### src/rtl/mmio_uart_tx.sv
// Memory-mapped 8N1 UART transmitter with a byte FIFO, on the MEM-stage data bus.
// Optional interrupt enable and interrupt output are compiled in when UART_TX_IRQ_EN is defined.
module mmio_uart_tx #(
  parameter int               WIDTH      = 32,
  parameter int               CLK_HZ     = 50000000,
  parameter int               BAUD       = 115200,
  parameter int               FIFO_DEPTH = 8,
  parameter logic [WIDTH-1:0] BASE_ADDR  = 32'h00000100
) (
  input  logic             CLK,
  input  logic             RST_N,
  input  logic [WIDTH-1:0] addr,
  input  logic [WIDTH-1:0] wdata,
  input  logic [2:0]       MemLen,
  input  logic             MemWrite,
  input  logic             MemRead,
  output logic             hit,
  output logic [WIDTH-1:0] rdata,
  output logic             tx,
  output logic             irq
);

  localparam int DIV = CLK_HZ / BAUD;
  localparam int AW  = $clog2(FIFO_DEPTH);
  localparam int CW  = $clog2(DIV);

  typedef enum logic [1:0] {S_IDLE, S_START, S_DATA, S_STOP} state_t;

  state_t         r_state;
  logic [CW-1:0]  r_cnt;
  logic [2:0]     r_bit;
  logic [7:0]     r_shift;
  logic           r_tx;
  logic [7:0]     r_mem [FIFO_DEPTH];
  logic [AW-1:0]  r_head;
  logic [AW-1:0]  r_tail;
  logic [AW:0]    r_count;
  logic           r_ovf;

  logic [WIDTH-1:0] w_offset;
  logic [1:0]       w_sel;
  logic             w_wr;
  logic             w_rd;
  logic             w_push_req;
  logic             w_push;
  logic             w_pop;
  logic             w_full;
  logic             w_empty;
  logic             w_busy;
  logic             w_tick;
  logic [3:0]       w_fill;
  logic [WIDTH-1:0] w_status;
  logic [WIDTH-1:0] w_ctrl;
  logic             w_unused;

  assign w_offset   = addr - BASE_ADDR;
  assign hit        = (w_offset < WIDTH'(16));
  assign w_sel      = w_offset[3:2];
  assign w_wr       = hit && MemWrite;
  assign w_rd       = hit && MemRead;
  assign w_full     = (r_count == (AW+1)'(FIFO_DEPTH));
  assign w_empty    = (r_count == '0);
  assign w_busy     = (r_state != S_IDLE);
  assign w_tick     = (r_cnt == CW'(DIV - 1));
  assign w_push_req = w_wr && (w_sel == 2'd0);
  // Fullness is judged before this cycle's pop, so a store into a full FIFO is always dropped.
  assign w_push     = w_push_req && !w_full;
  assign w_pop      = (r_state == S_IDLE) && !w_empty;
  assign w_unused   = ^{MemLen, wdata[WIDTH-1:8]};
  assign tx         = r_tx;

  always_comb begin
    w_fill = (int'(r_count) > 15) ? 4'hF : 4'(r_count);
  end

  assign w_status = WIDTH'({w_fill, r_ovf, w_busy, w_empty, w_full});

  always_ff @(posedge CLK) begin
    if (w_push) begin
      r_mem[r_tail] <= wdata[7:0];
    end
  end

  always_ff @(posedge CLK or negedge RST_N) begin
    if (!RST_N) begin
      r_head  <= '0;
      r_tail  <= '0;
      r_count <= '0;
      r_ovf   <= 1'b0;
    end else begin
      if (w_push) r_tail <= r_tail + 1'b1;
      if (w_pop)  r_head <= r_head + 1'b1;
      case ({w_push, w_pop})
        2'b10:   r_count <= r_count + 1'b1;
        2'b01:   r_count <= r_count - 1'b1;
        default: r_count <= r_count;
      endcase
      if (w_push_req && w_full) begin
        r_ovf <= 1'b1;
      end else if (w_wr && (w_sel == 2'd1) && wdata[3]) begin
        r_ovf <= 1'b0;
      end
    end
  end

  always_ff @(posedge CLK or negedge RST_N) begin
    if (!RST_N) begin
      r_state <= S_IDLE;
      r_cnt   <= '0;
      r_bit   <= '0;
      r_shift <= '0;
      r_tx    <= 1'b1;
    end else begin
      case (r_state)
        S_IDLE: begin
          if (!w_empty) begin
            r_shift <= r_mem[r_head];
            r_tx    <= 1'b0;
            r_cnt   <= '0;
            r_bit   <= '0;
            r_state <= S_START;
          end
        end
        S_START: begin
          if (w_tick) begin
            r_cnt   <= '0;
            r_tx    <= r_shift[0];
            r_state <= S_DATA;
          end else begin
            r_cnt <= r_cnt + 1'b1;
          end
        end
        S_DATA: begin
          if (w_tick) begin
            r_cnt <= '0;
            if (r_bit == 3'd7) begin
              r_tx    <= 1'b1;
              r_state <= S_STOP;
            end else begin
              r_bit   <= r_bit + 1'b1;
              r_shift <= {1'b0, r_shift[7:1]};
              r_tx    <= r_shift[1];
            end
          end else begin
            r_cnt <= r_cnt + 1'b1;
          end
        end
        S_STOP: begin
          if (w_tick) begin
            r_cnt   <= '0;
            r_state <= S_IDLE;
          end else begin
            r_cnt <= r_cnt + 1'b1;
          end
        end
        default: r_state <= S_IDLE;
      endcase
    end
  end

`ifdef UART_TX_IRQ_EN
  logic r_ie;
  logic r_irq;

  always_ff @(posedge CLK or negedge RST_N) begin
    if (!RST_N) begin
      r_ie  <= 1'b0;
      r_irq <= 1'b0;
    end else begin
      if (w_wr && (w_sel == 2'd2)) r_ie <= wdata[0];
      r_irq <= r_ie && w_empty && !w_busy;
    end
  end

  assign irq    = r_irq;
  assign w_ctrl = WIDTH'(r_ie);
`else
  assign irq    = 1'b0;
  assign w_ctrl = '0;
`endif

  always_comb begin
    rdata = '0;
    if (w_rd) begin
      case (w_sel)
        2'd1:    rdata = w_status;
        2'd2:    rdata = w_ctrl;
        default: rdata = '0;
      endcase
    end
  end

endmodule

### config.mk
export PLATFORM = sky130hd
export DESIGN_NAME = mmio_uart_tx
export DESIGN_NICKNAME = d
export VERILOG_FILES = /design/src/rtl/mmio_uart_tx.sv
export SDC_FILE = /design/constraint.sdc
export NUM_CORES = 1
export LEC_CHECK = 0
export CORE_UTILIZATION = 50
export CTS_CLUSTER_SIZE = 25
export DETAILED_ROUTE_END_ITERATION = 10
export PLACE_DENSITY = 0.82
export RECOVER_POWER = 25
export SLEW_MARGIN = 20
export SYNTH_ARGS = -nofsm -noshare
export SYNTH_HDL_FRONTEND = slang
export SYNTH_SLANG_ARGS = --single-unit
### constraint.sdc
create_clock -name CLK -period 6.45 [get_ports CLK]
set_input_delay 1.935 -clock CLK [delete_from_list [all_inputs] [get_ports CLK]]
set_output_delay 1.935 -clock CLK [all_outputs]
set_load 0.01 [all_outputs]
==> summary.txt <==
outcome: complete, but fails checks
failing checks: capacitance limit, slew limit
Final Max Slew Viols: 35
EDFF count, synth: 64
Crit path required time: 4.51 ns
Post-CTS Hold Fix Bufs: 0
HP Start: r_shift[0]
Setup WS post-layout: 0.0657 ns
sequential cell area: 2780 um2
Die X-Extent: 100 um
final hold violation count: 0
Vias/cell: 5.33
Buf+Inv Stages, Crit Path: 2
worst-skew pair later-pin latency: 0.37 ns
area of the die: 10100 um2
setup TNS: 0 ns
placed cell count: 538
Slew @ Worst Pin: 1.81 ns
Worst Hold Path EP: r_shift[0]
DR vias: 2952
initial antenna violation count: 0
Logic pwr share: 4.7%
Fill cells: 757
dpl ws: 0.00591 ns
Reg2Reg Depth: 10
worst hold stages: 2
drt drc: 0
CTS root buf: clkbuf_8
layout cells sized above 1: 11.8%
initial drt markers: 126
Max VDD drop: 0.143 mV
first-pass GRT wire length: 14.5 mm
Primary FF master, synth: edfxtp_1
Hold Path Class: register to register
total clock sinks: 98
Antenna Nets Post-Route: 0
worst path cell trace: clkdlybuf4s50_1, nor4_4, and4_4, mux2i_2, a2111oi_4, and3_4, and2_1, clkdlybuf4s50_1
synth unique cells: 55
grt total ovfl: 0
DR WL/cell: 15.5 um
CTS max path bufs: 2
fin cells: 554
pwr dens: 200 nW/um2
Final period util: 99.0%
Compound-Gate Fraction of Synth Area: 7.01%
Adder-Cell Fraction of Synth Area: 4.04%
Yosys reg bits: 98
post-synthesis mux area share: 10.4%
Max Clock Skew: 0.00953 ns
largest family of logic cells by synthesized area: simple AND/OR/NAND/NOR gates
Slew headroom: -20.7%
critical-path maximum fanout: 8
r2r startpoint: r_count[0]
total CTS buffers: 9
leakage: 2.18 nW
GRT Total Usage: 18.8%
Yosys warning count: 0
startpoint types: input pin
Tmin final: 6.38 ns
clock share of power: 35.3%
die span in y: 100 um
I/O pins: 106
largest net degree at the start of global routing: 35
RSZ-0062 raised after global routing: false
hpwl dp: 6.02 mm
fin util: 60.2%
slowest stage cell, crit path: clkdlybuf4s50_1
switching share of power: 23.9%
CP peak stage delay: 0.53 ns
Worst R2R Setup Slack: 3.67 ns
input/output buffers: 51
Simple-Gate Fraction of Synth Area: 13.9%
row count: 35
vias in the first global route: 2959
Int Power: 850 uW
# diodes: 0
Cells after Synth: 368
Final Net Count: 506
Worst Path Arrival: 4.45 ns
design area: 5590 um2
most used cell, CP: clkdlybuf4s50_1
P_sw: 267 uW
count of final setup violators: 0
Critical Path Sink Type: primary output
max_cap viols: 1
Initial Util: 52.1%
post-synthesis xor/xnor area fraction: 1.63%
final wirelength: 8.61 mm
area delta synth->final: 15.6%
Core Footprint: 9280 um2
cell area after synthesis: 4830 um2
area used by multi-input combinational logic: 1890 um2
critical path class: input pin to primary output
H-tree Lvls: 3
TritonCTS clock tree: yes
FMAX: 157 MHz
placer congestion estimate: 0.797
RR Endpoint: r_count[3]
Clk pin slew, worst setup/hold paths: 0.10 ns
Reg power frac: 59.9%
drt first pass iters: 4
post-synthesis sequential area ratio: 57.4%
placed inst area: 5380 um2
Synth async-reset ratio: 34.7%
Mean Syn Cell Area: 13.1 um2
Crit path max-delay family: simple AND/OR/NAND/NOR gates
through the flow:
step                      hold WS [ns]  total power [mW]
after floorplan                  0.449             0.709
after global placement           0.471             0.734
after detailed placement         0.476             0.736
after CTS                        0.500              1.12
after global routing             0.530              1.15
final                            0.494              1.12
metal layers:
layer  track usage, %  routed length [um]
met2             32.8                4580
met3             2.65                 322
met5                0                   0
met1             24.0                3620
met4             6.91                  93
power by group through the flow:
| stage | Clock [mW] | Combinational [mW] | Sequential, mW |
|---|---|---|---|
| 2_1_floorplan | 0 | 0.0253 | 0.684 |
| 3_3_place_gp | 0 | 0.0511 | 0.683 |
| 3_5_place_dp | 0 | 0.0527 | 0.683 |
| 4_1_cts | 0.401 | 0.0532 | 0.670 |
| 5_1_grt | 0.424 | 0.0582 | 0.670 |
| 6_report | 0.395 | 0.0526 | 0.670 |
cells in the mapped netlist (2+ instances only):
library cell  count  area, um2
nor4_2            2       25.0
nand2b_1          3       18.8
and2_1            8       50.1
and2b_1           2       15.0
ha_1             14        175
nand3_1           4       20.0
inv_1             7       26.3
nor4_4            2       42.5
and3_1            6       37.5
mux2i_1          12        120
o21ai_1           8       40.0
nor2_1           20       75.1
nor3_1            6       30.0
xnor2_1           6       52.6
nor2b_1           6       37.5
mux4_2           16        360
edfxtp_1         64       1920
and4bb_1          2       25.0
and4b_1           3       30.0
nand2_1          39        146
and3b_1           2       17.5
o31ai_1           3       22.5
a21o_1            3       22.5
a22o_1            3       26.3
buf_4            26        195
buf_2             3       15.0
o21ai_0          21        105
nor4_1            4       25.0
a21oi_1           8       40.0
dfrtp_1          33        826
xor2_1            3       26.3
clkbuf_1          6       22.5
timing repair:
action / in CTS / in global routing
pin swaps: 0 / 5
setup buffers: 0 / 0
gates resized for setup: 1 / 4
endpoints found under the setup margin: 8 / 8
gates cloned: 0 / 0
hold endpoints to repair: 0 / 0
cell families after synthesis:
kind of cell,count (synthesis)
simple gates,118
flops,98
compound gates,53
buf+inv,44
mux,30
fa+ha+maj,15
xor+xnor,9
other cells,1
how the worst max path moves through the flow:
stage | slack [ns] | start | depth (start not counted) | end
6_report | 0.07 | addr[10] | 8 | rdata[4]
4_1_cts | 0.02 | addr[16] | 8 | rdata[4]
5_1_grt | 0.01 | addr[10] | 8 | rdata[5]
2_1_floorplan | 0.99 | addr[16] | 6 | rdata[1]
3_3_place_gp | 0.04 | addr[14] | 8 | rdata[3]
3_5_place_dp | 0.006 | addr[14] | 8 | rdata[4]
flip-flops by register name, summed over array words and instances (netlist names):
name	cells
r_bit	3
r_cnt	9
r_count	4
r_head	3
r_mem	64
r_ovf	1
r_shift	8
r_state	2
r_tail	3
tx	1
worst register-to-register path: stages (launching register included):
cell      delay [ns]
dfrtp_1         0.46
nor4_1          0.62
nand2b_1        0.29
inv_1           0.11
ha_1            0.23
ha_1            0.28
a21o_1          0.18
a21oi_1         0.17
xnor2_1         0.14
nor2_1          0.06
xor2_1          0.14
final cells by class:
class,instances,area share [%]
clock buffer,9,2.22
clock inverter,7,1.37
sequential,98,49.7
multi-input combinational,250,33.9
inverter,8,0.537
timing repair buffer,53,9.47
tap,129,2.89
cells in the final DEF (no fill, tap or decap), types with 7 or more instances in the layout:
| cell type | netlist | layout |
|---|---|---|
| mux2i_1 | 12 | 11 |
| and2_1 | 8 | 7 |
| clkdlybuf4s50_1 | 0 | 46 |
| nand2_1 | 39 | 39 |
| nor2_1 | 20 | 20 |
| clkbuf_8 | 0 | 9 |
| o21ai_1 | 8 | 8 |
| o21ai_0 | 21 | 21 |
| conb_1 | 1 | 25 |
| edfxtp_1 | 64 | 64 |
| ha_1 | 14 | 14 |
| inv_1 | 7 | 7 |
| dfrtp_1 | 33 | 32 |
| mux4_2 | 16 | 16 |
| a21oi_1 | 8 | 8 |
(Power assumes the default switching activity.)
